<file path="src/rtl/xinj_sched.sv">
// Stimulus scheduler for a bank of X-instrumented flops: drives rD/rV from one shared
// LFSR, counts accepted violations, and enforces a campaign budget and inter-injection cooldown.
module xinj_sched #(
    parameter int unsigned         N      = 8,
    parameter int unsigned         LFSR_W = 16,
    parameter logic [LFSR_W-1:0]   SEED   = LFSR_W'(16'hACE1),
    parameter int unsigned         COOL   = 4,
    parameter int unsigned         CNT_W  = 16,
    parameter int unsigned         TGT_W  = (N > 1) ? $clog2(N) : 1
) (
    input  logic             CK,
    input  logic             RS,
    input  logic             start,
    input  logic             stop,
    input  logic [1:0]       mode,
    input  logic [TGT_W-1:0] target,
    input  logic [7:0]       prob,
    input  logic [N-1:0]     mask,
    input  logic [CNT_W-1:0] budget,
    input  logic [N-1:0]     V,
    output logic [N-1:0]     rD,
    output logic [N-1:0]     rV,
    output logic             inj,
    output logic [CNT_W-1:0] count,
    output logic             busy,
    output logic             done
);

    localparam int unsigned       CW       = (COOL > 0) ? $clog2(COOL + 1) : 1;
    localparam logic [LFSR_W-1:0] POLY     = LFSR_W'(16'hB400);
    localparam logic [LFSR_W-1:0] SEED_EFF = (SEED == '0) ? LFSR_W'(1) : SEED;
    localparam logic [CNT_W-1:0]  CNT_MAX  = '1;
    localparam logic [CW-1:0]     COOL_LD  = CW'(COOL);

    typedef enum logic [1:0] {
        S_IDLE = 2'd0,
        S_RUN  = 2'd1,
        S_COOL = 2'd2,
        S_DONE = 2'd3
    } state_t;

    state_t            state_q, state_d;
    logic [LFSR_W-1:0] lfsr_q, lfsr_d;
    logic [CNT_W-1:0]  count_q, count_d;
    logic [CNT_W-1:0]  budget_q, budget_d;
    logic [CW-1:0]     cool_q, cool_d;

    logic [7:0]        top_byte;
    logic [7:0]        pick;
    logic [N-1:0]      rv_raw;
    logic [CNT_W-1:0]  count_inc;
    logic              hit_budget;

    assign top_byte = lfsr_q[LFSR_W-1 -: 8];
    assign pick     = lfsr_q[7:0] % 8'(N);

    // Violation-accept pattern depends only on registered state and campaign settings.
    always_comb begin
        rv_raw = '0;
        if (state_q == S_RUN) begin
            case (mode)
                2'd1: begin
                    if (top_byte < prob) begin
                        rv_raw = N'(1) << pick;
                    end
                end
                2'd2:    rv_raw = N'(1) << target;
                2'd3:    rv_raw = '1;
                default: rv_raw = '0;
            endcase
        end
    end

    assign rV  = rv_raw & mask;
    assign inj = |(rV & V);

    assign count_inc  = (count_q == CNT_MAX) ? count_q : count_q + CNT_W'(1);
    assign hit_budget = (budget_q != '0) && ((count_q + CNT_W'(1)) == budget_q);

    // Next-state: stop beats start; budget is only sampled when a campaign begins.
    always_comb begin
        state_d  = state_q;
        lfsr_d   = lfsr_q;
        count_d  = count_q;
        budget_d = budget_q;
        cool_d   = cool_q;

        if (state_q == S_RUN || state_q == S_COOL) begin
            lfsr_d = (lfsr_q >> 1) ^ (lfsr_q[0] ? POLY : '0);
        end

        if (stop) begin
            state_d = S_IDLE;
        end else if ((state_q == S_IDLE || state_q == S_DONE) && start) begin
            state_d  = S_RUN;
            count_d  = '0;
            budget_d = budget;
        end else if (state_q == S_RUN && inj) begin
            count_d = count_inc;
            if (hit_budget) begin
                state_d = S_DONE;
            end else if (COOL > 0) begin
                state_d = S_COOL;
                cool_d  = COOL_LD;
            end
        end else if (state_q == S_COOL) begin
            if (cool_q <= CW'(1)) begin
                state_d = S_RUN;
            end else begin
                cool_d = cool_q - CW'(1);
            end
        end
    end

    always_ff @(posedge CK) begin
        if (RS) begin
            state_q  <= S_IDLE;
            lfsr_q   <= SEED_EFF;
            count_q  <= '0;
            budget_q <= '0;
            cool_q   <= '0;
        end else begin
            state_q  <= state_d;
            lfsr_q   <= lfsr_d;
            count_q  <= count_d;
            budget_q <= budget_d;
            cool_q   <= cool_d;
        end
    end

    assign rD    = lfsr_q[N-1:0];
    assign count = count_q;
    assign busy  = (state_q == S_RUN) || (state_q == S_COOL);
    assign done  = (state_q == S_DONE);

endmodule

</file>
<file path="config.mk">
export PLATFORM = sky130hd
export DESIGN_NAME = xinj_sched
export DESIGN_NICKNAME = d
export VERILOG_FILES = /design/src/rtl/xinj_sched.sv
export SDC_FILE = /design/constraint.sdc
export NUM_CORES = 1
export LEC_CHECK = 0
export CAP_MARGIN = 40
export CORE_UTILIZATION = 46
export CTS_BUF_LIST = sky130_fd_sc_hd__clkbuf_4 sky130_fd_sc_hd__clkbuf_8 sky130_fd_sc_hd__clkbuf_16
export DETAILED_ROUTE_END_ITERATION = 10
export PLACE_DENSITY = 0.9
export SLEW_MARGIN = 40
export SYNTH_ARGS = -nofsm -noshare
export SYNTH_HDL_FRONTEND = slang
export SYNTH_SLANG_ARGS = --single-unit
</file>
<file path="constraint.sdc">
create_clock -name CK -period 2.4 [get_ports CK]
set_input_delay 0.48 -clock CK [delete_from_list [all_inputs] [get_ports CK]]
set_output_delay 0.48 -clock CK [all_outputs]
set_load 0.01 [all_outputs]
</file>
Word level (Yosys, flattened, before mapping)
Index checks and enable logic that the tools add are counted.
{"block": "classes", "add_sub_neg": 2, "magnitude_cmp": 2, "n_eq_ne": 11, "n_shift": 2, "n_mux": 16, "n_bitwise": 5, "n_reduce_logical": 20}
{"op": "$mux W16", "count": 4}
{"op": "$pmux W8 S3", "count": 1}
{"op": "$add A16 B1 Y16 const B", "count": 1}
{"op": "$and A8 B8 Y8", "count": 2}
{"op": "$eq A16 B16 Y1", "count": 1}
{"op": "$eq A16 B16 Y1 const B", "count": 1}
{"op": "$mux W8", "count": 2}
{"op": "$reduce_bool A16 Y1", "count": 1}
{"op": "$shl A1 B3 Y8 const A", "count": 2}
{"op": "$xor A15 B16 Y16", "count": 1}
{"op": "$mux W3", "count": 4}
{"op": "$eq A2 B2 Y1 const B", "count": 4}
{"op": "$lt A8 B8 Y1", "count": 1}
{"op": "$reduce_or A8 Y1", "count": 1}
{"op": "$mux W2", "count": 3}
{"op": "$reduce_and A2 Y1", "count": 3}
{"op": "$reduce_bool A2 Y1", "count": 3}
{"op": "$reduce_bool A3 Y1", "count": 2}
{"op": "$reduce_and A5 Y1", "count": 1}
{"op": "$eq A2 B1 Y1 const B", "count": 2}
{"op": "$ne A2 B2 Y1 const B", "count": 2}
{"op": "$le A3 B1 Y1 const B", "count": 1}
{"op": "$logic_and A1 B1 Y1", "count": 3}
{"op": "$reduce_and A3 Y1", "count": 1}
{"op": "8 further kinds", "count": 11}
{"block": "totals", "register_bits": 53, "output_inout_bits": 35, "elab_cells": 64}

Depth between registers and ports, before layout
Gate-level depths: netlist of run 1.
{"block": "logic_depth", "word_depth": 10, "ltp_mapped": 14, "depth_no_buf": 11}

Worst setup path after synthesis of run 1
Ideal clock, no wire load.
{"block": "synth_path", "path_type": "register to register", "startpoint": "reg count_q[0], in the netlist count[0]", "endpoint": "reg cool_q[2]", "arrival_time_ns": 2.548, "slack_ns": -0.266, "stages_incl_launch_ff": 11, "n_path_buf": 1, "period_less_slack_ns": 2.666, "cell_sequence": "dfxtp_1 -> ha_1 -> nand4_1 -> or3_1 -> clkbuf_1 -> xnor2_1 -> nor4_1 -> o2111ai_1 -> nor4_2 -> o31ai_2 -> a32o_1"}
{"block": "synth_between", "elab_chain_len": 5}
{"element": "from (decl)", "line": "44", "text": "logic [CNT_W-1:0] count_q, count_d;"}
{"element": "from (signal assigned)", "line": "125", "text": "count_q <= count_d;"}
{"element": "$add A16 B1 Y16", "line": "78", "text": "assign hit_budget = (budget_q != '0) && ((count_q + CNT_W'(1)) == budget_q);"}
{"element": "$eq A16 B16 Y1", "line": "78"}
{"element": "$logic_and A1 B1 Y1", "line": "78"}
{"element": "$ne A2 B2 Y1 (no line)"}
{"element": "$reduce_and A5 Y1 (no line)"}
{"element": "to (signal assigned)", "line": "127", "text": "cool_q <= cool_d;"}
{"element": "to (decl)", "line": "46", "text": "logic [CW-1:0] cool_q, cool_d;"}
No other way between the ends.
A chain may end at the register's enable or synchronous reset.

Worst setup path after layout of run 1
{"block": "layout_path", "startpoint": "reg lfsr_q[13]", "endpoint": "out inj"}
{"block": "layout_between", "elab_chain_len": 7}
{"element": "from (decl)", "line": "43", "text": "logic [LFSR_W-1:0] lfsr_q, lfsr_d;"}
{"element": "from (signal assigned)", "line": "124", "text": "lfsr_q <= lfsr_d;"}
{"element": "$lt A8 B8 Y1", "line": "63", "text": "if (top_byte < prob) begin"}
{"element": "$mux W8", "line": "63"}
{"element": "$pmux W8 S3", "line": "61", "text": "case (mode)"}
{"element": "$mux W8", "line": "60", "text": "if (state_q == S_RUN) begin"}
{"element": "$and A8 B8 Y8", "line": "74", "text": "assign rV = rv_raw & mask;"}
{"element": "$and A8 B8 Y8", "line": "75", "text": "assign inj = |(rV & V);"}
{"element": "$reduce_or A8 Y1", "line": "75"}
{"element": "to (decl)", "line": "23", "text": "output logic inj,"}
No other way between the ends.

==> impl_results.md, run 1 <==
- Die X: 89.9 µm
- Reg2Reg Depth: 13
- Worst-path clk slew: 100 ps
- Async set or reset register ratio after synthesis: 0%
- Arr. time, crit path: roughly 2300 ps
- Core Box Area: roughly 7400 µm²
- Clk buf depth: 2
- Hold path endpoint: budget_q[8]$_SDFFE_PP0P_
- DRC Markers: 0
- Ys Warns: 0
- Finished Cell Area: approximately 5700 µm²
- Delay-heaviest family, CP: simple AND/OR/NAND/NOR gates
- Syn nets: 529
- Yosys top cell area share: around 30%
- Share of layout cells above drive strength 1: roughly 34%
- IO Count: 84
- Worst setup EP type: output port
- Clock sink total: 53
- Largest net degree at the start of global routing: 23
- Detailed Route WL: 14.9 mm
- Total power: 2.11 mW
- # diodes: 0
- Crit path cell chain: ha_4, buf_6, nand2_4, nor3_4, a21oi_2, buf_4, a22oi_2, and3_4, inv_4, buf_6
- RR Endpoint: count[2]$_SDFFE_PP0P_
- Shortest period the worst path allows: around 2700 ps
- Normalized max-slew margin: 62.6%
- Global route overflow: 0
- Seq/Total Area, Yosys: 29.8%
- Post-synth EDFFs: 0
- Gate Count Post-Synth: 467
- Min-delay worst type: register to register
- First-pass GRT wire length: 21.2 mm
- Buffers on Ports: just over 80
- H-tree levels: 2
- Synth top area cells: dfxtp_1, nand2_1, a21oi_1, ha_1, mux2i_1
- Slowest-stage cell, CP: dfxtp_2
- Hold buffers post-CTS: 0
- VDD IR-drop max: 0.230 mV
- Row cnt: 31
- GRT Max-Usage Layer: met2
- Final cell count without fillers: 711
- Layout Skew: 9.62 ps
- Crit path max fanout: 3
- Nature of the critical path startpoint: register
- Drt pass-1 iters: 9
- FILL cells: 430
- RSZ-0062 raised after global routing: yes
- Max Freq: ~0.37 GHz
- Min Hold Slack: 507 ps
- Initial antenna violation count: 0
- CTS tree: yes
- Die area: a little over 8000 µm²
- Final Setup Violations: 30
- Mean post-synth cell area: 7.62 µm²
- Worst Hold Launch: budget_q[8]$_SDFFE_PP0P_
- Final period util: 114%
- Unique masters post-synth: 61
- Avg Vias per Cell: 6.49
- P_leak: 2.20 nW
- Initial DRC Count: 835
- Setup CP Type: register to output port
- Starting Density: 48.3%
- NumNets Final: 673
- Via count: 4615
- Post-DR wirelength/cell: 21.0 µm
- Clock root buffer: clkbuf_8
- Reg2reg setup slack: -320 ps
- Final GP Congestion: 0.898
- Hold Path Depth: 2
- Dpl cell area: approximately 5000 µm²
- Power Density: ~370 nW/µm²
- Synthesis-to-layout area growth: 59.8%
- Synth Cell Area: 3560 µm²
- Post-route ant nets: 0
- Final hold vios: 0
- FF-to-FF Start: lfsr_q[12]$_SDFFE_PP0P_
- Cell mode on critical path: buf_6
- Post-DP HPWL: 8.51 mm
- Gr usage total: 32.4%
- Slowest stage delay, CP: 350 ps
- Failing checks: setup timing
- Final Max Slew Viols: 0
- Top FF cell, synth: dfxtp_1
- M1 GR Usage: just under 40%
- Met2 Use GR: 56.7%
- CP required: 1920 ps
- Util after Layout: 77.1%
- Worst-margin pin slew: 560 ps
- Insertion delay to the later sink of the worst-skew pair: between 300 and 400 ps
- Number of global-route vias before repair: 4318
- Final WS setup: -328 ps
- Placed cells: a little under 700
- Register bit total from synthesis: 53
- Area leader, netlist: dfxtp_1
- Die Ht: 89.9 µm
- Status: finished, violations left
- Number of max-cap violations: 0
- CTS buffer count: 5
- Grt met3 use: 4.48%
- Buffers & Inverters on Critical Path: 4
==> per-stage QoR <==
stage                     setup TNS, ps  setup slack, ps
after floorplan                    -479            -79.7
after global placement           -22730             -931
after detailed placement         -26550            -1070
after CTS                         -3180             -211
after global routing              -7520             -368
final                             -6090             -328
==> layout make-up <==
cell class | instances | area [µm²] | area share [%]
multi-input combinational | 358 | 2800 | 49.3
clock inverter | 1 | 7.51 | 0.132
clock buffer | 7 | 83.8 | 1.47
sequential | 53 | 1080 | 18.9
inverter | 21 | 88.8 | 1.56
timing repair buffer | 172 | 1500 | 26.4
tap | 99 | 124 | 2.18
==> report_power, final <==
part,internal [mW],switching (mW)
clock,0.230,0.325
combinational,0.290,0.320
sequential,0.908,0.0360
==> worst max-delay path by stage <==
stage,startpoint,to,slack (ps),cells past startpoint
5_1_grt,lfsr_q[13]$_SDFFE_PP1P_,inj,-370,10
3_3_place_gp,prob[5],inj,-930,10
6_report,lfsr_q[13]$_SDFFE_PP1P_,inj,-330,10
3_5_place_dp,prob[5],inj,-1070,10
2_1_floorplan,prob[5],count[10]$_SDFFE_PP0P_,-80,13
4_1_cts,lfsr_q[13]$_SDFFE_PP1P_,inj,-210,10
==> worst min-delay path: stages, from the launching register on <==
cell     delay, ps
dfxtp_1        350
nand2_1         60
a21oi_1         60
==> logic make-up after synthesis <==
logic type | share of synthesized area (%)
flip-flops | 29.8
AND/OR/NAND/NOR | 27.9
buffers and inverters | 7.84
adder cells (fa/ha/maj) | 4.57
AO/OA/AOI/OAI | 19.7
multiplexers | 4.22
XOR/XNOR | 5.91
==> synth_stat cells, types with 3 or more instances <==
| cell | instances |
|---|---|
| nand2_1 | 85 |
| dfxtp_1 | 53 |
| a21oi_1 | 42 |
| nor2_1 | 28 |
| inv_1 | 20 |
| clkbuf_1 | 17 |
| nand3_1 | 17 |
| mux2i_1 | 15 |
| ha_1 | 13 |
| xor2_1 | 13 |
| or4_1 | 12 |
| xnor2_1 | 11 |
| a31oi_1 | 10 |
| buf_4 | 10 |
| o21ai_0 | 10 |
| o311ai_1 | 7 |
| nand4_1 | 6 |
| nor3_1 | 6 |
| nor4_1 | 6 |
| o211ai_1 | 6 |
| a211oi_1 | 5 |
| buf_2 | 5 |
| nand4b_1 | 5 |
| and3_1 | 4 |
| and4_1 | 4 |
| nor2b_1 | 4 |
| o2111ai_1 | 4 |
| buf_1 | 3 |
| o21ai_1 | 3 |
==> placed cells by master, fill, tap and decap left out, types with 12 or more instances in the layout <==
| cell | instances |
|---|---|
| dfxtp_1 | 45 |
| nand2_1 | 80 |
| inv_1 | 12 |
| a21oi_1 | 29 |
| xor2_1 | 13 |
| buf_4 | 76 |
| mux2i_1 | 15 |
| buf_6 | 12 |
| nor2_1 | 25 |
| nand3_1 | 15 |
| clkdlybuf4s50_1 | 62 |
==> sequential cells by signal, indices dropped and copies added (netlist names) <==
| name | flops |
|---|---|
| budget_q | 16 |
| cool_q | 3 |
| count | 16 |
| lfsr_q | 16 |
| state_q | 2 |
==> repair_timing <==
| action | 4_1_cts | 5_1_grt |
|---|---|---|
| pin swaps | 40 | 10 |
| buffers inserted | 8 | 10 |
| endpoints found under the setup margin | 31 | 29 |
| gates resized for setup | 116 | 63 |
| gates cloned | 2 | 0 |
==> metal layers <==
layer / share of wire [%] / wire [µm]
met2: 47 / 7030
met1: 36 / 5370
met5: 0 / 0
met4: 7.1 / 1060
met3: 9.9 / 1480
No activity file was read; power rests on OpenSTA's default activity.
==> run 2: changes to the inputs <==
--- a/config.mk
+++ b/config.mk
@@ -10,7 +10,7 @@
 export CTS_BUF_LIST = sky130_fd_sc_hd__clkbuf_4 sky130_fd_sc_hd__clkbuf_8 sky130_fd_sc_hd__clkbuf_16
 export DETAILED_ROUTE_END_ITERATION = 10
 export PLACE_DENSITY = 0.9
-export SLEW_MARGIN = 40
+export SLEW_MARGIN = 20
 export SYNTH_ARGS = -nofsm -noshare
 export SYNTH_HDL_FRONTEND = slang
 export SYNTH_SLANG_ARGS = --single-unit
==> results of run 2 <==
No change in the layout: final DEF, timing and power equal those of run 1.
==> run 3: changes to the inputs <==
--- a/config.mk
+++ b/config.mk
@@ -6,10 +6,10 @@
 export NUM_CORES = 1
 export LEC_CHECK = 0
 export CAP_MARGIN = 40
-export CORE_UTILIZATION = 46
+export CORE_UTILIZATION = 51
 export CTS_BUF_LIST = sky130_fd_sc_hd__clkbuf_4 sky130_fd_sc_hd__clkbuf_8 sky130_fd_sc_hd__clkbuf_16
 export DETAILED_ROUTE_END_ITERATION = 10
-export PLACE_DENSITY = 0.9
+export PLACE_DENSITY = 0.94
 export SLEW_MARGIN = 20
 export SYNTH_ARGS = -nofsm -noshare
 export SYNTH_HDL_FRONTEND = slang
==> constraint.sdc (replaced) <==
create_clock -name CK -period 2.9 [get_ports CK]
set_input_delay 0.58 -clock CK [delete_from_list [all_inputs] [get_ports CK]]
set_output_delay 0.58 -clock CK [all_outputs]
set_load 0.01 [all_outputs]
==> run 3 against run 2 <==
The run now ends clean. Largest power group unchanged. Hold slack worse by 8.1 ps. Clock skew is 3.0 ps lower. Sequential power is 17% lower. Register-to-register slack gained 460 ps.
==> impl_results.md, run 3 (same netlist as run 1, synthesis figures left out) <==
- Status: completed (was finished, violations left)
- Normalized max-slew margin: 64.0% (was 62.6%)
- Crit path cell chain: dlygate4sd2_1, inv_2, ha_4, a21oi_4, o2111ai_2, a21oi_2, buf_4, nand3b_1, a31oi_1, clkdlybuf4s15_2 (was ha_4, buf_6, nand2_4, nor3_4, a21oi_2, buf_4, a22oi_2, and3_4, inv_4, buf_6)
- Final GP Congestion: 0.921 (was 0.898)
- Gr usage total: 30.5% (was 32.4%)
- Final Max Slew Viols: 0 (unchanged)
- Number of max-cap violations: 0 (unchanged)
- Multi-input logic area: 2420 µm² (was 2800 µm²)
- Initial antenna violation count: 0 (unchanged)
- Buffers & Inverters on Critical Path: 4 (unchanged)
- Reg power frac: 47.9% (was 44.8%)
- Arr. time, crit path: 2280 ps (was 2250 ps)
- Synthesis-to-layout area growth: 37.7% (was 59.8%)
- Setup tns final: 0 ps (was -6090 ps)
- Slowest stage delay, CP: 250 ps (was 350 ps)
- Clock root buffer: clkbuf_8 (unchanged)
- CP required: 2320 ps (was 1920 ps)
- Global route overflow: 0 (unchanged)
- Logic pwr share: 23.5% (was 28.9%)
- Row cnt: 30 (was 31)
- Post-route ant nets: 0 (unchanged)
- H-tree levels: 2 (unchanged)
- Worst Hold Launch: budget_q[2]$_SDFFE_PP0P_ (was budget_q[8]$_SDFFE_PP0P_)
- Worst-margin pin slew: 538 ps (was 560 ps)
- Worst-path clk slew: 100 ps (about the same)
- WP depth: 10 (unchanged)
- Clock sink total: 53 (unchanged)
- Clk buf depth: 2 (unchanged)
- VDD IR-drop max: 0.384 mV (was 0.230 mV)
- Reg2Reg Depth: 11 (was 13)
- Drt pass-1 iters: 5 (was 9)
- Max Freq: 0.349 GHz
- # diodes: 0 (unchanged)
- FILL cells: 491 (was 430)
- RSZ-0062 raised after global routing: yes (unchanged)
- Layout Skew: 6.58 ps (was 9.62 ps)
- Insertion delay to the later sink of the worst-skew pair: 320 ps (was 330 ps)
- Final Setup Violations: 0 (was 30)
- Share of layout cells above drive strength 1: 17.2% (was 34.0%)
- Setup CP Type: primary input to output port (was register to output port)
- DRC Markers: 0 (unchanged)
- Nature of the critical path startpoint: primary input (was register)
- Final period util: 98.7%
- Min Hold Slack: 499 ps (was 507 ps)
- Commonest cells after routing, fill and taps aside: nand2_1, clkdlybuf4s50_1, dfxtp_1 (was nand2_1, buf_4, clkdlybuf4s50_1)
- Core Box Area: 6760 µm² (was 7370 µm²)
- CTS tree: yes (unchanged)
- Delay-heaviest family, CP: compound AO/OA/AOI/OAI gates (was simple AND/OR/NAND/NOR gates)
- Crit path max fanout: 5 (was 3)
- Hold Path Depth: 2 (unchanged)
- FF-to-FF Start: lfsr_q[13]$_SDFFE_PP1P_ (was lfsr_q[12]$_SDFFE_PP0P_)
- Min-delay worst type: register to register (unchanged)
- Number of global-route vias before repair: 3642 (was 4318)
- Util after Layout: 72.5% (was 77.1%)
- Post-DR wirelength/cell: 16.8 µm (was 21.0 µm)
- First-pass GRT wire length: 17.8 mm (was 21.2 mm)
- Largest net degree at the start of global routing: 42 (was 23)
- Slowest-stage cell, CP: clkdlybuf4s15_2 (was dfxtp_2)
- Final hold vios: 0 (unchanged)
- Initial DRC Count: 424 (was 835)
- Post-DP HPWL: 7.89 mm (was 8.51 mm)
- Via count: 3992 (was 4615)
- CTS buffer count: 5 (unchanged)
- NumNets Final: 624 (was 673)
- P_leak: 1.89 nW (was 2.20 nW)
- Detailed Route WL: 10.8 mm (was 14.9 mm)
- Int Power: 1.14 mW (was 1.43 mW)
- Buffers on Ports: 83 (unchanged)
- Shortest period the worst path allows: 2860 ps
- Net Sw Frac: 30.3% (was 32.3%)
- Commonest non-fill, non-tap cell in the layout: nand2_1 (unchanged)
- Die X: 85.5 µm (was 89.9 µm)
- NetSw: 0.497 mW (was 0.681 mW)
- Avg Vias per Cell: 6.21 (was 6.49)
- Worst setup path start: prob[5] (was lfsr_q[13]$_SDFFE_PP1P_)
- Power Density: 335 nW/µm² (was 371 nW/µm²)
- IO Count: 84 (unchanged)
- Clock power share: 28.6% (was 26.4%)
- Worst setup EP type: output port (unchanged)
- Starting Density: 52.6% (was 48.3%)
- Register area: 1060 µm² (was 1080 µm²)
- Die area: 7310 µm² (was 8090 µm²)
- Hold buffers post-CTS: 0 (unchanged)
- Die Ht: 85.5 µm (was 89.9 µm)
run 3: changes by cell type in the layout (fill, tap and decap cells not counted), moves of 4 or more:
cell           change
dlygate4sd2_1      +6
dfxtp_2            -5
buf_4             -37
buf_6              -8
a21oi_2            -7
or4_1              +6
a21oi_1           +10
o21ai_0            +4
dfxtp_1            +7
or4_4              -6
buf_2              -8
run 3: layer usage:
layer | vias up | global-route usage [%] | share of wire [%]
met5 | - | 0 | 0.055
met1 | 1885 | 39.9 | 41
met2 | 202 | 50.8 | 50
met3 | 32 | 4.43 | 6.7
li1 | 1871 | - | -
met4 | 2 | 12.0 | 2.4
run 3: final timing paths:
| kind | endpoint | slack [ps] |
|---|---|---|
| worst max register to register | count[6]$_SDFFE_PP0P_ | 140 |
| worst max-delay path | rV[1] | 40 |
| worst min-delay path | budget_q[2]$_SDFFE_PP0P_ | 500 |
| worst min register to register | budget_q[2]$_SDFFE_PP0P_ | 500 |
run 3: power by group through the flow:
stage	combinational, mW	sequential [mW]	clock, mW
2_1_floorplan	0.185	0.787	0
3_3_place_gp	0.324	0.796	0
3_5_place_dp	0.335	0.798	0
4_1_cts	0.369	0.783	0.469
5_1_grt	0.418	0.788	0.496
6_report	0.385	0.785	0.468
run 3: cell type report:
cell class | count | share of cell area (%)
Multi-Input combinational cell | 356 | 49.4
Clock buffer | 6 | 1.69
Timing Repair Buffer | 125 | 23.2
Inverter | 21 | 1.66
Sequential cell | 53 | 21.7
Clock inverter | 2 | 0.358
Tap cell | 80 | 2.04
run 3: repair_timing:
item | 4_1_cts | 5_1_grt
setup buffers | 1 | 1
pin swaps | 20 | 7
endpoints found under the setup margin | 28 | 23
resized for setup | 68 | 15
run 3: tightest hold or removal path, stage by stage, from the launching register on:
cell,delay [ps]
dfxtp_1,340
nand2_1,60
a21oi_1,60
run 3: metrics by stage:
stage,instance area [µm²],power (mW),cells,setup slack (ps)
6_report,4900,1.64,643,38.3
5_1_grt,4900,1.70,643,-26.2
4_1_cts,4860,1.62,642,21.3
3_5_place_dp,4590,1.13,633,-813
3_3_place_gp,4590,1.12,633,-767
2_1_floorplan,3560,0.972,467,196
